$ cat src/rtl/uart_rx_module.sv
// ---------------------------------------------------------------------------
// uart_rx_module
//   UART receiver. Recovers start/data/[parity]/stop frames from the
//   asynchronous serial line and presents each received word together with
//   one-cycle status pulses.
//
//   Optional feature macro: UART_RX_PARITY_EN
//     defined   -> a parity bit follows the data bits and is checked against
//                  XOR(data) ^ P_PARITY_ODD; mismatches pulse o_parity_err.
//     undefined -> frame is start + data + stop, o_parity_err stays 0.
//
// Ports
//   i_clk         system clock, all logic on the rising edge
//   i_rst         synchronous reset, active-high
//   i_uart_rx     asynchronous serial input, idles high
//   o_rx_data     last received data word (LSB first on the line)
//   o_rx_valid    one-cycle pulse: o_rx_data holds a new, error-free word
//   o_frame_err   one-cycle pulse: a stop bit was sampled low
//   o_parity_err  one-cycle pulse: parity mismatch
//   o_busy        high while the receiver is not idle
// ---------------------------------------------------------------------------
module uart_rx_module #(
  parameter int P_CLK_FREQ   = 50_000_000,
  parameter int P_BAUD       = 115_200,
  parameter int P_DATA_WIDTH = 8,
  parameter int P_STOP_WIDTH = 1,
  parameter int P_PARITY_ODD = 0
) (
  input  logic                    i_clk,
  input  logic                    i_rst,
  input  logic                    i_uart_rx,
  output logic [P_DATA_WIDTH-1:0] o_rx_data,
  output logic                    o_rx_valid,
  output logic                    o_frame_err,
  output logic                    o_parity_err,
  output logic                    o_busy
);

  localparam int CPB   = P_CLK_FREQ / P_BAUD;
  localparam int CNT_W = $clog2(CPB) + 1;

`ifdef UART_RX_PARITY_EN
  localparam bit PAR_EN = 1'b1;
`else
  localparam bit PAR_EN = 1'b0;
`endif

  typedef enum logic [2:0] {IDLE, START, DATA, PARITY, STOP} state_t;

  state_t                  state, state_nxt;
  logic                    rx_sync1, rx_sync2, rx_prev;
  logic                    rx_fall;
  logic [CNT_W-1:0]        cnt;
  logic [3:0]              bit_cnt;
  logic [P_DATA_WIDTH-1:0] shift;
  logic                    frame_bad, parity_bad;
  logic                    half_tick, bit_tick, frame_done;
  logic                    valid_nxt, ferr_nxt, perr_nxt;

  // Two-stage synchroniser plus one delay stage for falling-edge detection.
  // Reset to 1 so a reset never looks like a start bit on an idle line.
  // NOTE: sequential state uses non-blocking assignments so every flop
  // samples the pre-edge value of its neighbours.
  always_ff @(posedge i_clk) begin
    if (i_rst) begin
      rx_sync1 <= 1'b1;
      rx_sync2 <= 1'b1;
      rx_prev  <= 1'b1;
    end else begin
      rx_sync1 <= i_uart_rx;
      rx_sync2 <= rx_sync1;
      rx_prev  <= rx_sync2;
    end
  end

  assign rx_fall    = rx_prev & ~rx_sync2;
  assign half_tick  = (cnt == CNT_W'(CPB/2 - 1));
  assign bit_tick   = (cnt == CNT_W'(CPB - 1));
  assign frame_done = (state == STOP) && bit_tick &&
                      (bit_cnt == 4'(P_STOP_WIDTH - 1));

  // State register
  always_ff @(posedge i_clk) begin
    if (i_rst) state <= IDLE;
    else       state <= state_nxt;
  end

  // Next-state logic
  // NOTE: every combinational output gets a default first so no path can
  // leave it unassigned and infer a latch.
  always_comb begin
    state_nxt = state;
    unique case (state)
      IDLE:   if (rx_fall) state_nxt = START;
      // A line back high at mid start bit was a glitch: quietly drop it.
      START:  if (half_tick) state_nxt = rx_sync2 ? IDLE : DATA;
      DATA:   if (bit_tick && bit_cnt == 4'(P_DATA_WIDTH - 1))
                state_nxt = PAR_EN ? PARITY : STOP;
      PARITY: if (bit_tick) state_nxt = STOP;
      // Leaving at mid stop bit gives half a bit of slack for the next start.
      STOP:   if (frame_done) state_nxt = IDLE;
      default: state_nxt = IDLE;
    endcase
  end

  // Output decode for the cycle after the last stop sample
  always_comb begin
    ferr_nxt  = frame_done && (frame_bad || !rx_sync2);
    perr_nxt  = frame_done && PAR_EN && parity_bad;
    valid_nxt = frame_done && !ferr_nxt && !perr_nxt;
  end

  // Counters and shift register
  always_ff @(posedge i_clk) begin
    if (i_rst) begin
      cnt        <= '0;
      bit_cnt    <= '0;
      shift      <= '0;
      frame_bad  <= 1'b0;
      parity_bad <= 1'b0;
    end else begin
      // Cycle counter restarts on every state change and every bit period,
      // so it never runs past CPB-1.
      if (state == IDLE || state_nxt != state || bit_tick) cnt <= '0;
      else                                                   cnt <= cnt + 1'b1;

      if (state_nxt != state)                                  bit_cnt <= '0;
      else if (bit_tick && (state == DATA || state == STOP))  bit_cnt <= bit_cnt + 1'b1;

      if (state == DATA && bit_tick)
        shift <= {rx_sync2, shift[P_DATA_WIDTH-1:1]};

      if (state == IDLE) begin
        frame_bad  <= 1'b0;
        parity_bad <= 1'b0;
      end else begin
        if (state == STOP && bit_tick && !rx_sync2)
          frame_bad <= 1'b1;
        if (state == PARITY && bit_tick)
          parity_bad <= rx_sync2 ^ (^shift) ^ P_PARITY_ODD[0];
      end
    end
  end

  // Registered outputs
  always_ff @(posedge i_clk) begin
    if (i_rst) begin
      o_rx_data    <= '0;
      o_rx_valid   <= 1'b0;
      o_frame_err  <= 1'b0;
      o_parity_err <= 1'b0;
      o_busy       <= 1'b0;
    end else begin
      if (frame_done) o_rx_data <= shift;
      o_rx_valid   <= valid_nxt;
      o_frame_err  <= ferr_nxt;
      o_parity_err <= perr_nxt;
      o_busy       <= (state_nxt != IDLE);
    end
  end

endmodule

$ cat config.mk
export PLATFORM = sky130hd
export DESIGN_NAME = uart_rx_module
export DESIGN_NICKNAME = d
export VERILOG_FILES = /design/src/rtl/uart_rx_module.sv
export SDC_FILE = /design/constraint.sdc
export NUM_CORES = 1
export LEC_CHECK = 0
export CORE_MARGIN = 2
export CORE_UTILIZATION = 55
export DETAILED_ROUTE_END_ITERATION = 7
export PLACE_DENSITY = 0.76
export SLEW_MARGIN = 20
export SYNTH_ARGS = -nofsm -noshare
export SYNTH_HDL_FRONTEND = slang
export SYNTH_SLANG_ARGS = --single-unit
$ cat constraint.sdc
create_clock -name i_clk -period 4.8 [get_ports i_clk]
set_input_delay 0.96 -clock i_clk [delete_from_list [all_inputs] [get_ports i_clk]]
set_output_delay 0.96 -clock i_clk [all_outputs]
set_load 0.005 [all_outputs]
==> impl_metrics.json, run 1 <==
{
  "critPathMaxStageDelay_ns": 0.57,
  "hp-class": "flip-flop to flip-flop",
  "cellPowerDensity_nw_per_um2": 293.5,
  "grt_pass1_wl_um": 5299,
  "crit_fanout": 11,
  "grt_usage": 0.1962,
  "die_w_um": 61.40,
  "yosysMostFrequentCell": "dfxtp_1",
  "wl_um": 3266,
  "synth-async-reset-ratio": 0,
  "fin_setup_tns_ns": 0,
  "drc_errors": 0,
  "synth_seq_area_share": 0.4420,
  "hold-worst-slack_ns": 0.4289,
  "finalCriticalPeriod_ns": 2.337,
  "drive_gt1_frac": 0.1480,
  "cts_tree": "built",
  "ys_top_cells_by_count": "dfxtp_1 (40), nor2_1 (24), mux2i_1 (17), nand3_1 (8)",
  "fin_ws_ns": 2.463,
  "report.final.slew_viol_count": 0,
  "endpoint_kind": "flip-flop",
  "crit_start": "cnt[2]",
  "drt_pass1_iterations": 4,
  "reg2reg_depth": 5,
  "rsz0062_at_grt": "false",
  "r2r_start": "cnt[2]",
  "finalNonFillerCells": 240,
  "max_cap_viol_count": 0,
  "syn_nets": 192,
  "drt_iter0_drc": 93,
  "vias": 1281,
  "start_util": 0.5839,
  "avgSynthCellArea_um2": 9.846,
  "setup_viol": 0,
  "ant_nets": 0,
  "path_clk_slew_ns": 0.12,
  "nNetsFinal": 203,
  "crit_path_start_kind": "flip-flop",
  "post-place-ws_ns": 2.087,
  "ios": 15,
  "placed_cells": 232,
  "fin_util": 0.6548,
  "yosysWarnings": 0,
  "gp_congestion": 0.8438,
  "syn_to_final_growth_pct": 12.15,
  "finalPower_uw": 596.3,
  "worst_pin_slew_ns": 0.6442,
  "r2r-end": "cnt[3]",
  "antenna_found_initial": 0,
  "wire_per_inst_um": 13.61,
  "clock_latency_ns": 0.36,
  "worstPathRequired_ns": 5.02,
  "fp-row-count": 20,
  "fin_crit_sh": 0.4869,
  "syn_area_um2": 1812,
  "netlist_instances": 184,
  "die_h_um": 61.40,
  "grt_max_degree": 34,
  "cpMostUsedCell": "nor4_1",
  "path_cells": "nor4_1, and3_1, o32a_1, a22o_1, nor4_1",
  "overflow": 0,
  "io_buffers": 13,
  "placed_area_um2": 1942,
  "cts.sinks": 40,
  "clock_skew_ns": 0.01028,
  "cp-endpoint": "cnt[3]",
  "max_freq_mhz": 427.9,
  "arrival_ns": 2.56,
  "die_area_um2": 3769,
  "n_fill_cell": 292,
  "viasPerCell": 5.338,
  "synth_top_area_share": 0.4420,
  "ctsResizeCount": 0,
  "place_hpwl_um": 2340,
  "r2r_slack_ns": 2.46,
  "status": "completed",
  "htreeDepth": 2,
  "grt_pass1_vias": 1151,
  "hold_depth": 1,
  "yosys.area.top_type": "dfxtp_1",
  "synth_area_leaders": "dfxtp_1 (44%), mux2i_1 (9.4%), nor2_1 (5.0%)",
  "synth_ff_type": "dfxtp_1",
  "core_um2": 3103,
  "cts_buffers": 5,
  "ctsLongestPathBuffers": 2,
  "ys_types": 41,
  "post-cts-setup-buffer-count": 0,
  "synth_edf_count": 0,
  "p_leak_nw": 0.7203,
  "worstSetupPathType": "flip-flop to flip-flop",
  "crit_path_top_delay_cell": "a22o_1",
  "antennaDiodeCount": 0,
  "ctsHoldBuffers": 0,
  "vdd_drop_max_v": 0.0001952,
  "ys_seq_elements": 40,
  "final_area_um2": 2032,
  "maxSlewHeadroom": 0.5706,
  "hold_viol_final": 0,
  "cts.root.buffer_cell": "clkbuf_4"
}
## worst min path at each step
stage               slack, ns       end      from
floorplan                0.39  rx_sync2  rx_sync1
global route             0.44  rx_sync2  rx_sync1
global placement         0.40  rx_sync2  rx_sync1
finish                   0.43  rx_sync2  rx_sync1
detailed placement       0.40  rx_sync2  rx_sync1
CTS                      0.43  rx_sync2  rx_sync1
## worst max-delay path: cells and delay by family, from the launching register on
kind	cells	cell delay [ns]
AO/OA/AOI/OAI	2	0.81
AND/OR/NAND/NOR	3	0.99
flip-flops	1	0.38
## layer usage
layer | track usage | vias up | share of wire
li1 | - | 658 | -
met1 | 0.2637 | 603 | 0.50
met2 | 0.2872 | 12 | 0.45
met3 | 0.04412 | 8 | 0.023
met4 | 0.1185 | 0 | 0.027
met5 | 0 | - | 0
## kinds of logic (layout without fill, tap and decap cells)
| group | count (synthesis) | after routing | synth area share |
|---|---|---|---|
| AO/OA/AOI/OAI | 13 | 13 | 0.05111 |
| XOR/XNOR | 12 | 12 | 0.05801 |
| adder cells (fa/ha/maj) | 5 | 5 | 0.03453 |
| buffers and inverters | 17 | 29 | 0.05110 |
| flip-flops | 40 | 40 | 0.4420 |
| multiplexers | 17 | 17 | 0.09392 |
| other | 1 | 1 | 0.002070 |
| AND/OR/NAND/NOR | 79 | 79 | 0.2673 |
## cell usage in the layout, fill, tap and decap left out, types with 3 or more instances in the layout
cell,instances
a21oi_1,4
nor3b_1,3
clkdlybuf4s50_1,13
nor2_1,24
xnor2_1,7
nand2_1,7
clkbuf_4,5
nor4_1,3
ha_1,5
nor3_2,5
xor2_1,5
mux2i_1,17
nor3_1,5
or2_2,5
nor4_2,4
inv_1,6
nand3_1,8
dfxtp_1,40
## flip-flops by register name, indices dropped and copies added, names as in the netlist
register and count:
o_rx_data 8, o_frame_err 1, bit_cnt 4, cnt 10
state 3, shift 8, o_busy 1, o_rx_valid 1
frame_bad 1, rx_sync2 1, rx_prev 1, rx_sync1 1
## power breakdown
part	switching, mW	total, mW	internal (mW)
combinational	0.0141	0.0218	0.00774
sequential	0.00255	0.337	0.334
clock	0.113	0.238	0.125
## final cells by class
type | count | area, µm² | area share
timing repair buffer | 15 | 145.1 | 0.07143
sequential | 40 | 800.8 | 0.3941
clock inverter | 2 | 38.79 | 0.01909
clock buffer | 6 | 51.30 | 0.02525
inverter | 6 | 22.52 | 0.01108
tap | 44 | 55.05 | 0.02709
multi-input combinational | 127 | 918.4 | 0.4520
(Power assumes the default switching activity.)
==> run 2: changes to the inputs <==
==> constraint.sdc (replaced) <==
create_clock -name i_clk -period 2.29 [get_ports i_clk]
set_input_delay 0.458 -clock i_clk [delete_from_list [all_inputs] [get_ports i_clk]]
set_output_delay 0.458 -clock i_clk [all_outputs]
set_load 0.005 [all_outputs]
==> run 2 against run 1 <==
Net effect:
- via count is 5.2% higher
- critical path depth is 1 higher
- routed wire length is 1.5% higher
- worst hold slack worse by 0.0039 ns
- setup slack worse by 2.3 ns
- global-route usage is 0.51 points higher
- non-clock buffer count is 2 higher
- register-to-register slack worse by 2.3 ns
- critical endpoint unchanged
- critical path type unchanged
==> impl_metrics.json, run 2 (same netlist as run 1, synthesis figures left out) <==
{
  "hold_viol_final": 0,
  "final_common_cell": "dfxtp_1",
  "top_register": "cnt",
  "crit_path_top_delay_cell": "nor4_1",
  "hp-class": "flip-flop to flip-flop",
  "n_fill_cell": 268,
  "grt_max_degree": 33,
  "r2r-end": "cnt[3]",
  "p_leak_nw": 0.7248,
  "min_from": "rx_sync1",
  "path_cells": "nor4_1, and3_1, o32a_1, a22o_1, buf_4, nor4_1",
  "post-place-ws_ns": 0.2302,
  "core_um2": 3103,
  "reg2reg_depth": 6,
  "cts_tree": "built",
  "ant_nets": 0,
  "grt_pass1_wl_um": 5499,
  "drive_gt1_frac": 0.1515,
  "min_delay_worst_endpoint": "rx_sync2",
  "overflow": 0,
  "max_freq_mhz": 477.0,
  "drc_errors": 0,
  "seq_area_um2": 800.8,
  "clock_skew_ns": 0.008981,
  "rsz0062_at_grt": "false",
  "worstPathRequired_ns": 2.52,
  "die_area_um2": 3769,
  "htreeDepth": 2,
  "die_h_um": 61.40,
  "syn_to_final_growth_pct": 12.22,
  "placed_cells": 234,
  "fin_crit_sh": 0.9155,
  "arrival_ns": 2.32,
  "r2r_start": "cnt[2]",
  "ctsLongestPathBuffers": 2,
  "cts_buffers": 5,
  "finalNonFillerCells": 242,
  "hold_depth": 1,
  "ios": 15,
  "largest_reg_flops": 10,
  "report.final.slew_viol_count": 0,
  "status": "completed",
  "io_buffers": 13,
  "multi_input_comb_area_um2": 918.4,
  "cts.root.buffer_cell": "clkbuf_4",
  "top_regs": "cnt x10, o_rx_data x8, shift x8",
  "critPathMaxStageDelay_ns": 0.47,
  "clock_latency_ns": 0.35,
  "endpoint_kind": "flip-flop",
  "fin_ws_ns": 0.1935,
  "ctsHoldBuffers": 0,
  "drt_iter0_drc": 129,
  "nNetsFinal": 205,
  "post-cts-setup-buffer-count": 0,
  "path_clk_slew_ns": 0.11,
  "wire_per_inst_um": 13.70,
  "worstSetupPathType": "flip-flop to flip-flop",
  "finalCriticalPeriod_ns": 2.097,
  "crit_fanout": 11,
  "place_hpwl_um": 2378,
  "gp_congestion": 0.8792,
  "fin_setup_tns_ns": 0,
  "wl_um": 3315,
  "vias": 1347,
  "hold-worst-slack_ns": 0.4250,
  "max_cap_viol_count": 0,
  "drt_pass1_iterations": 4,
  "start_util": 0.5839,
  "cts.sinks": 40,
  "mostFrequentLayoutCells": "dfxtp_1 (40), nor2_1 (24), mux2i_1 (17)",
  "grt_pass1_vias": 1269,
  "fin_util": 0.6552,
  "vdd_drop_max_v": 0.0003249,
  "antenna_found_initial": 0,
  "r2r_slack_ns": 0.19,
  "ctsResizeCount": 0,
  "crit_path_start_kind": "flip-flop",
  "die_w_um": 61.40,
  "fp-row-count": 20,
  "antennaDiodeCount": 0,
  "cpMostUsedCell": "nor4_1",
  "setup_viol": 0,
  "cellPowerDensity_nw_per_um2": 593.6,
  "grt_usage": 0.2013,
  "viasPerCell": 5.566
}
## run 2: changes by cell type in the layout (fill, tap and decap cells not counted)
| cell | previous run | this run |
|---|---|---|
| buf_4 | 2 | 4 |
| clkinv_4 | 1 | 0 |
| clkbuf_8 | 1 | 0 |
| clkbuf_1 | 0 | 1 |
| clkinv_2 | 0 | 1 |
## run 2: layout make-up
class | instances | area share
clock buffer | 6 | 0.02031
sequential | 40 | 0.3938
clock inverter | 2 | 0.01723
tap | 44 | 0.02708
timing repair buffer | 17 | 0.07877
inverter | 6 | 0.01108
multi-input combinational | 127 | 0.4517
## run 2: per-layer routing
layer | global-route usage | vias to the layer above | share of wire
met5 | 0 | - | 0
met4 | 0.08815 | 0 | 0.017
met3 | 0.06933 | 8 | 0.039
met2 | 0.3191 | 27 | 0.48
met1 | 0.2490 | 651 | 0.46
li1 | - | 661 | -
## run 2: metrics by stage
stage	total power, mW	instance area, µm²
after floorplan	0.7594	1812
after global placement	0.7692	1957
after detailed placement	0.7710	1957
after CTS	1.221	2033
after global routing	1.254	2033
final	1.207	2033
## run 2: report_power, final
group	switching, mW	internal [mW]	leakage, nW
sequential	0.00529	0.700	0.323
clock	0.222	0.229	0.0422
combinational	0.0321	0.0182	0.360
## run 2: how the worst max path moves through the flow
stage	start	end	slack, ns	cells after the start
6_report	cnt[2]	cnt[3]	0.19	6
5_1_grt	cnt[2]	o_rx_data[6]	0.05	5
4_1_cts	cnt[2]	o_rx_data[2]	0.21	5
3_5_place_dp	cnt[2]	o_rx_data[2]	0.23	5
3_3_place_gp	cnt[2]	o_rx_data[3]	0.25	5
2_1_floorplan	cnt[0]	cnt[6]	0.50	7
## run 2: critical path: cells and delay by family (launching register included)
| kind | cells | cell delay [ns] |
|---|---|---|
| compound gates | 2 | 0.41 |
| buf+inv | 1 | 0.22 |
| flops | 1 | 0.38 |
| simple gates | 3 | 0.96 |
